`config.mk`:
```
export PLATFORM = sky130hd
export DESIGN_NAME = morse_timer_ctrl
export DESIGN_NICKNAME = d
export VERILOG_FILES = /design/src/rtl/morse_pkg.sv /design/src/rtl/morse_timeout_ctr.sv /design/src/rtl/morse_timer_ctrl.sv
export SDC_FILE = /design/constraint.sdc
export NUM_CORES = 1
export LEC_CHECK = 0
export CORE_ASPECT_RATIO = 1.2
export CORE_MARGIN = 1.5
export CORE_UTILIZATION = 30
export CTS_BUF_LIST = sky130_fd_sc_hd__clkbuf_4 sky130_fd_sc_hd__clkbuf_8
export CTS_CLUSTER_DIAMETER = 200
export DETAILED_ROUTE_END_ITERATION = 10
export GPL_TIMING_DRIVEN = 0
export MAX_ROUTING_LAYER = met4
export SLEW_MARGIN = 10
export SYNTH_ARGS = -nofsm -noshare
export SYNTH_HDL_FRONTEND = slang
export SYNTH_HIERARCHICAL = 1
export SYNTH_SLANG_ARGS = --single-unit
```
`constraint.sdc`:
```
create_clock -name clk_100MHz -period 4.15 [get_ports clk_100MHz]
set_input_delay 0.83 -clock clk_100MHz [delete_from_list [all_inputs] [get_ports clk_100MHz]]
set_output_delay 0.83 -clock clk_100MHz [all_outputs]
set_load 0.01 [all_outputs]
```
`src/rtl/morse_pkg.sv`:
```
// Shared constants, widths and config FSM encoding for the Morse timeout controller.
package morse_pkg;

   localparam int UNIT_W = 10;
   localparam int CNT_W  = 14;

   localparam logic [CNT_W-1:0] DASH_MULT  = 14'd2;
   localparam logic [CNT_W-1:0] INTER_MULT = 14'd3;
   localparam logic [CNT_W-1:0] WORD_MULT  = 14'd7;
   localparam logic [CNT_W-1:0] BTN_MULT   = 14'd10;

   typedef enum logic [0:0] {
      CFG_IDLE  = 1'b0,
      CFG_APPLY = 1'b1
   } cfg_state_e;

   // 1023 * 10 = 10230 fits in CNT_W bits, so the product never overflows.
   function automatic logic [CNT_W-1:0] unit_scale(input logic [UNIT_W-1:0] unit,
                                                   input logic [CNT_W-1:0]  mult);
      return {{(CNT_W-UNIT_W){1'b0}}, unit} * mult;
   endfunction

endpackage

```
`src/rtl/morse_timeout_ctr.sv`:
```
// One millisecond-tick timeout counter with a sticky flag that holds until cleared.
module morse_timeout_ctr
   import morse_pkg::*;
(
   input  logic             clk_100MHz,
   input  logic             reset,
   input  logic             clr,
   input  logic             tick,
   input  logic [CNT_W-1:0] threshold,
   output logic             to
);

   logic [CNT_W-1:0] cnt;
   logic [CNT_W-1:0] cnt_next;

   assign cnt_next = cnt + 14'd1;

   // clr wins over a coincident tick; once the flag is set the count freezes.
   always_ff @(posedge clk_100MHz) begin
      if (reset || clr) begin
         cnt <= '0;
         to  <= 1'b0;
      end else if (tick && !to) begin
         cnt <= cnt_next;
         if (cnt_next == threshold) begin
            to <= 1'b1;
         end
      end
   end

endmodule

```
`src/rtl/morse_timer_ctrl.sv`:
```
// Four independent Morse timeouts driven by a shared 1 ms prescaler and a runtime-configurable unit length.
module morse_timer_ctrl
   import morse_pkg::*;
#(
   parameter int unsigned TICK_DIV    = 100000,
   parameter int unsigned UNIT_MS_RST = 60
) (
   input  logic              clk_100MHz,
   input  logic              reset,
   input  logic              btn_to_res,
   input  logic              dash_to_res,
   input  logic              inter_to_res,
   input  logic              word_to_res,
   output logic              btn_to,
   output logic              dash_to,
   output logic              inter_to,
   output logic              word_to,
   input  logic [UNIT_W-1:0] cfg_unit_ms,
   input  logic              cfg_valid,
   output logic              cfg_ready,
   output logic [0:0]        cfg_state
);

   localparam int PRE_W = (TICK_DIV > 1) ? $clog2(TICK_DIV) : 1;
   localparam logic [PRE_W-1:0] PRE_MAX = PRE_W'(TICK_DIV - 1);

   localparam logic [0:0] ST_IDLE  = 1'(CFG_IDLE);
   localparam logic [0:0] ST_APPLY = 1'(CFG_APPLY);

   logic [PRE_W-1:0]  presc;
   logic              tick;
   logic [UNIT_W-1:0] unit_q;
   logic [0:0]        state_q;
   logic              accept;
   logic [CNT_W-1:0]  dash_thr;
   logic [CNT_W-1:0]  inter_thr;
   logic [CNT_W-1:0]  word_thr;
   logic [CNT_W-1:0]  btn_thr;

   // Handshake: a config word is taken on any edge where cfg_valid && cfg_ready.
   assign cfg_ready = (state_q == ST_IDLE);
   assign cfg_state = state_q;
   assign accept    = cfg_ready && cfg_valid;
   assign tick      = (presc == PRE_MAX);

   // The prescaler only restarts on reset or a new unit, never on a *_res clear.
   always_ff @(posedge clk_100MHz) begin
      if (reset || accept) begin
         presc <= '0;
      end else if (tick) begin
         presc <= '0;
      end else begin
         presc <= presc + 1'b1;
      end
   end

   always_ff @(posedge clk_100MHz) begin
      if (reset) begin
         state_q <= ST_IDLE;
         unit_q  <= UNIT_W'(UNIT_MS_RST);
      end else begin
         case (state_q)
            ST_IDLE: begin
               if (cfg_valid) begin
                  unit_q  <= (cfg_unit_ms == '0) ? UNIT_W'(1) : cfg_unit_ms;
                  state_q <= ST_APPLY;
               end
            end
            default: state_q <= ST_IDLE;
         endcase
      end
   end

   assign dash_thr  = unit_scale(unit_q, DASH_MULT);
   assign inter_thr = unit_scale(unit_q, INTER_MULT);
   assign word_thr  = unit_scale(unit_q, WORD_MULT);
   assign btn_thr   = unit_scale(unit_q, BTN_MULT);

   morse_timeout_ctr u_dash (
      .clk_100MHz (clk_100MHz),
      .reset      (reset),
      .clr        (dash_to_res || accept),
      .tick       (tick),
      .threshold  (dash_thr),
      .to         (dash_to)
   );

   morse_timeout_ctr u_inter (
      .clk_100MHz (clk_100MHz),
      .reset      (reset),
      .clr        (inter_to_res || accept),
      .tick       (tick),
      .threshold  (inter_thr),
      .to         (inter_to)
   );

   morse_timeout_ctr u_word (
      .clk_100MHz (clk_100MHz),
      .reset      (reset),
      .clr        (word_to_res || accept),
      .tick       (tick),
      .threshold  (word_thr),
      .to         (word_to)
   );

   morse_timeout_ctr u_btn (
      .clk_100MHz (clk_100MHz),
      .reset      (reset),
      .clr        (btn_to_res || accept),
      .tick       (tick),
      .threshold  (btn_thr),
      .to         (btn_to)
   );

endmodule
```
# Word level (Yosys, flattened, before mapping)

Index checks and enable logic that the tools add are counted.

Bits in registers: 88
Output and inout bits: 6
Logic and storage cells: 53

$add $sub $neg: 5
$mul: 3
Equality and inequality tests: 5
Muxes and demuxes: 2
Bitwise operators: 1
Reduce and logical (&&, ||, !) cells: 26

Operators with widths:

| kind                  | number |
|---|---|
| $add 14x1->14 const B | 4 |
| $mul 10x3->13 const B | 2 |
| $add 17x1->17 const B | 1 |
| $eq 17x17->1 const B  | 1 |
| $eq 14x11->1          | 1 |
| $eq 14x12->1          | 1 |
| $eq 14x13->1          | 1 |
| $eq 14x14->1          | 1 |
| $mul 10x2->12 const B | 1 |
| $logic_not 10->1      | 1 |
| $mux 10               | 1 |
| $reduce_and 2->1      | 5 |
| $logic_or 1x1->1      | 9 |
| $logic_and 1x1->1     | 5 |
| $logic_not 1->1       | 4 |
| $reduce_or 2->1       | 2 |
| $mux 1                | 1 |
| $not 1->1             | 1 |

# Longest topological paths before layout

Depth in word-level cells: 4
Depth in mapped cells: 15
Depth with buffers taken out: 15

# Modules after synthesis

Netlist, hierarchy kept.

Modules (own cells, without submodules):

| module            | instances | cells an instance | area each (um^2) | seq. area each (um^2) |
|---|---|---|---|---|
| morse_timeout_ctr | 4         | 138               | 1,084.8          | 300.3 |
| morse_timer_ctrl  | 1         | 277               | 2,508.7          | 560.5 |

# Least setup slack after synthesis

Ideal clock, no wire load.

Path type: register to register
Start: register unit_q[1]
End: register u_word.to
Arrival time: 3.184 ns
Path slack: 0.899 ns
Cell stages (with the launch flop): 14
Path buffers: 0
Clock period less this slack: 3.251 ns
Cells stage by stage: dfxtp_1 fa_1 ha_1 inv_1 fa_1 nor2b_1 o21ai_0 nand2b_1 a211oi_1 o21ai_1 xnor2_1 or4_1 a311o_1 o21ai_2

Cells in the longest elaborated chain, start to end: 3

Ends and longest elaborated chain:

| what                              | RTL line                | RTL |
|---|---|---|
| from (decl)                       | morse_timer_ctrl.sv:32  | `logic [UNIT_W-1:0] unit_q;` |
| from (signal assigned)            | morse_timer_ctrl.sv:60  | `unit_q <= UNIT_W'(UNIT_MS_RST);` |
| from (signal assigned)            | morse_timer_ctrl.sv:65  | `unit_q <= (cfg_unit_ms == '0) ? UNIT_W'(1) : cfg_unit_ms;` |
| $mul 10x3->13                     | morse_pkg.sv:20         | `return {{(CNT_W-UNIT_W){1'b0}}, unit} * mult;` |
| via word_thr[12]                  | morse_timer_ctrl.sv:37  | `logic [CNT_W-1:0] word_thr;` |
| $eq 14x13->1                      | morse_timeout_ctr.sv:25 | `if (cnt_next == threshold) begin` |
| $reduce_and 2->1 (no source line) | -                       |  |
| to (signal assigned)              | morse_timeout_ctr.sv:22 | `to <= 1'b0;` |
| to (signal assigned)              | morse_timeout_ctr.sv:26 | `to <= 1'b1;` |
| to (decl)                         | morse_timeout_ctr.sv:10 | `output logic to` |

The timed path passes the listed nets, and every way through them passes these cells.
A chain may end at the register's enable or synchronous reset.

# Worst setup path in the final report

Ends and elaborated chain as after synthesis.

==> impl_metrics.json <==
{
  "status": "complete, no violations",
  "required_ns": 4.47,
  "cellInternalPower_uw": 1417,
  "finalPower_uw": 2132,
  "cp-end-kind": "flip-flop",
  "num_vias": 5659,
  "grt_pass1_vias": 5339,
  "startpoint_type": "flip-flop",
  "cts_buffers": 9,
  "gp_congestion": 0.8417,
  "tns_ns": 0,
  "fp.dieArea_mm2": 0.02375,
  "avgSynthCellArea_um2": 8.260,
  "r2r_end": "u_word/to",
  "path_class": "reg2reg",
  "mostFrequentLayoutCells": "125 x nor2_1, 88 x dfxtp_1, 82 x xor2_1, 78 x xnor2_1, 58 x nand2_1",
  "seq_power_share_pct": 41.4,
  "initial_utilization_pct": 30.51,
  "min_period_ns": 3.804,
  "vias_per_cell": 4.891,
  "yosysSeqAreaShare_pct": 25.73,
  "max_freq_mhz": 262.9,
  "clock_skew_ns": 0.009660,
  "rsz0062_at_grt": "false",
  "syn-instance-count": 829,
  "holdCritStartpoint": "presc[0]",
  "cts_hold_buf": 0,
  "die_h_um": 168.5,
  "overflow": 0,
  "finalCritPeriodShare_pct": 91.66,
  "crit_fanout": 15,
  "ant_nets": 0,
  "synthFlopType": "dfxtp_1",
  "switching_share_pct": 33.53,
  "fp-row-count": 60,
  "cts_resized": 0,
  "hp-class": "reg2reg",
  "dpl.hpwl_um": 11760,
  "fill_cells": 2332,
  "diodes": 0,
  "ir_drop_v": 0.0001940,
  "setup_viol": 0,
  "wl_per_cell_um": 13.36,
  "finish.net_count": 943,
  "tightest_slew_ns": 0.9025,
  "p_leak_uw": 0.002716,
  "holdPathStages": 1,
  "synth_area_mm2": 0.006848,
  "r2r-start": "unit_q[1]",
  "p_per_area_mw_per_mm2": 278.0,
  "hold_viol": 0,
  "area_delta_synth_final_pct": 11.97,
  "routed_wl_um": 15460,
  "drv_cap": 0,
  "dieWidth_um": 140.9,
  "switching_power_uw": 714.8,
  "portBuffers": 22,
  "final_common_cell": "nor2_1",
  "yosysWarnings": 6,
  "arrival_ns": 4.12,
  "clkSinkCount": 88,
  "synth-edff-count": 0,
  "synth-seq-cells": 88,
  "drc_errors": 0,
  "dr.pass1.iters": 4,
  "yosysUniqueCellTypes": 54,
  "grt_antenna_before_repair": 1,
  "drive_gt1_share_pct": 6.720,
  "clkPwrFrac_pct": 31.0,
  "grt_start_max_net_pins": 18,
  "io_pins": 23,
  "tritoncts": "built",
  "drt-initial-drc-count": 320,
  "drv_slew": 0,
  "r2r_cells": 14,
  "grt_usage_pct": 13.90,
  "r2r_slack_ns": 0.35,
  "cts_buffer_depth": 2,
  "clkTransAtPathRegs_ns": 0.10,
  "core_mm2": 0.02245,
  "clock_latency_ns": 0.38,
  "cts-root-buf": "clkbuf_8",
  "comb_power_share_pct": 27.6,
  "grt_first_pass_wirelength_um": 26000,
  "htreeDepth": 3,
  "maxSlewHeadroom_pct": 39.71,
  "hold_path_end": "presc[0]",
  "postSynth.asyncResetShare_pct": 0,
  "cts_setup_buffers": 0
}
[per-stage QoR]
step	instances	util (%)	instance area [um2]	hold WS, ns	setup slack, ns
finish	1157	34.16	7667	0.4512	0.3459
floorplan	840	-	6889	0.4121	0.8993
detailed placement	1141	33.23	7458	0.4373	0.3520
CTS	1157	34.16	7667	0.4565	0.3312
global route	1157	34.16	7667	0.4768	0.1216
global placement	1141	33.23	7458	0.4276	0.4162
[logic make-up (layout without fill, tap and decap cells)]
| group | after synthesis | in the layout | share of synthesized area, % |
|---|---|---|---|
| multiplexers | 4 | 4 | 0.5847 |
| XOR/XNOR | 160 | 160 | 20.46 |
| flip-flops | 88 | 88 | 25.73 |
| adder cells (fa/ha/maj) | 53 | 53 | 11.00 |
| AND/OR/NAND/NOR | 356 | 356 | 26.53 |
| buffers and inverters | 49 | 87 | 2.960 |
| AO/OA/AOI/OAI | 118 | 118 | 12.68 |
| other | 1 | 12 | 0.05476 |
[registers in the layout, indices dropped and copies added, names as in the netlist]
register and count:
u_word/to 1, presc 17, u_dash/to 1, u_btn/to 1, unit_q 10, cfg_state 1, u_btn/cnt 14, u_inter/cnt 14
u_word/cnt 14, u_inter/to 1, u_dash/cnt 14
[worst max-delay path: stages (launching register included)]
cell,delay (ns)
dfxtp_1,0.80
fa_1,0.53
ha_1,0.23
inv_1,0.08
fa_1,0.20
nor2b_1,0.06
o21ai_0,0.15
nand2b_1,0.13
a211oi_1,0.38
o21ai_1,0.21
nand2b_1,0.19
o21ai_0,0.16
nand4_1,0.13
a311o_1,0.39
o21ai_2,0.11
[power by group through the flow]
stage | Combinational [uW] | Sequential (uW) | Clock [uW]
2_1_floorplan | 479 | 892 | 0
3_3_place_gp | 584 | 904 | 0
3_5_place_dp | 591 | 904 | 0
4_1_cts | 594 | 885 | 688
5_1_grt | 659 | 887 | 716
6_report | 588 | 884 | 661
[layout make-up]
| cell class | count | area (um2) | share of cell area, % |
|---|---|---|---|
| multi-input combinational | 703 | 4925 | 64.23 |
| sequential | 88 | 1762 | 22.98 |
| tap | 279 | 349.1 | 4.553 |
| timing repair buffer | 22 | 220.2 | 2.872 |
| buffer | 30 | 131.4 | 1.713 |
| clock buffer | 9 | 123.9 | 1.616 |
| clock inverter | 7 | 85.08 | 1.110 |
| inverter | 19 | 71.32 | 0.9302 |
[how the worst max path moves through the flow]
stage	from	endpoint	slack [ns]	cells after the start
after CTS	unit_q[1]	u_word/to	0.33	13
after global routing	unit_q[1]	u_word/to	0.12	14
after detailed placement	unit_q[1]	u_word/to	0.35	13
after floorplan	unit_q[1]	u_word/to	0.90	13
final	unit_q[1]	u_word/to	0.35	14
after global placement	unit_q[1]	u_word/to	0.42	13
[synthesized netlist by cell type (5+ instances only)]
master	number	area, um2
a211oi_1	13	97.59
a21o_1	9	67.56
a21oi_1	22	110.1
and2_1	10	62.56
and3_1	8	50.05
buf_2	12	60.06
clkbuf_1	17	63.81
dfxtp_1	88	1762
fa_1	12	240.2
ha_1	41	513.0
inv_1	19	71.32
nand2_1	58	217.7
nand2b_1	10	62.56
nand3_1	27	135.1
nand4_1	36	225.2
nor2_1	125	469.2
nor2b_1	19	118.9
nor3_1	9	45.04
nor3b_1	5	37.54
nor4_1	6	37.54
o2111ai_1	8	70.07
o211ai_1	5	37.54
o21ai_0	24	120.1
o21ai_1	6	30.03
or2_1	8	50.05
or2_2	7	43.79
or3_1	6	37.54
xnor2_1	78	683.2
xor2_1	82	718.2
[routing by layer]
layer | track usage (%) | share of wire, % | vias to the layer above
met5 | - | 0 | -
met4 | 4.257 | 1.5 | 0
met3 | 1.867 | 3.0 | 13
met2 | 23.47 | 49 | 87
met1 | 17.24 | 47 | 2617
li1 | - | - | 2942
(Power assumes the default switching activity.)
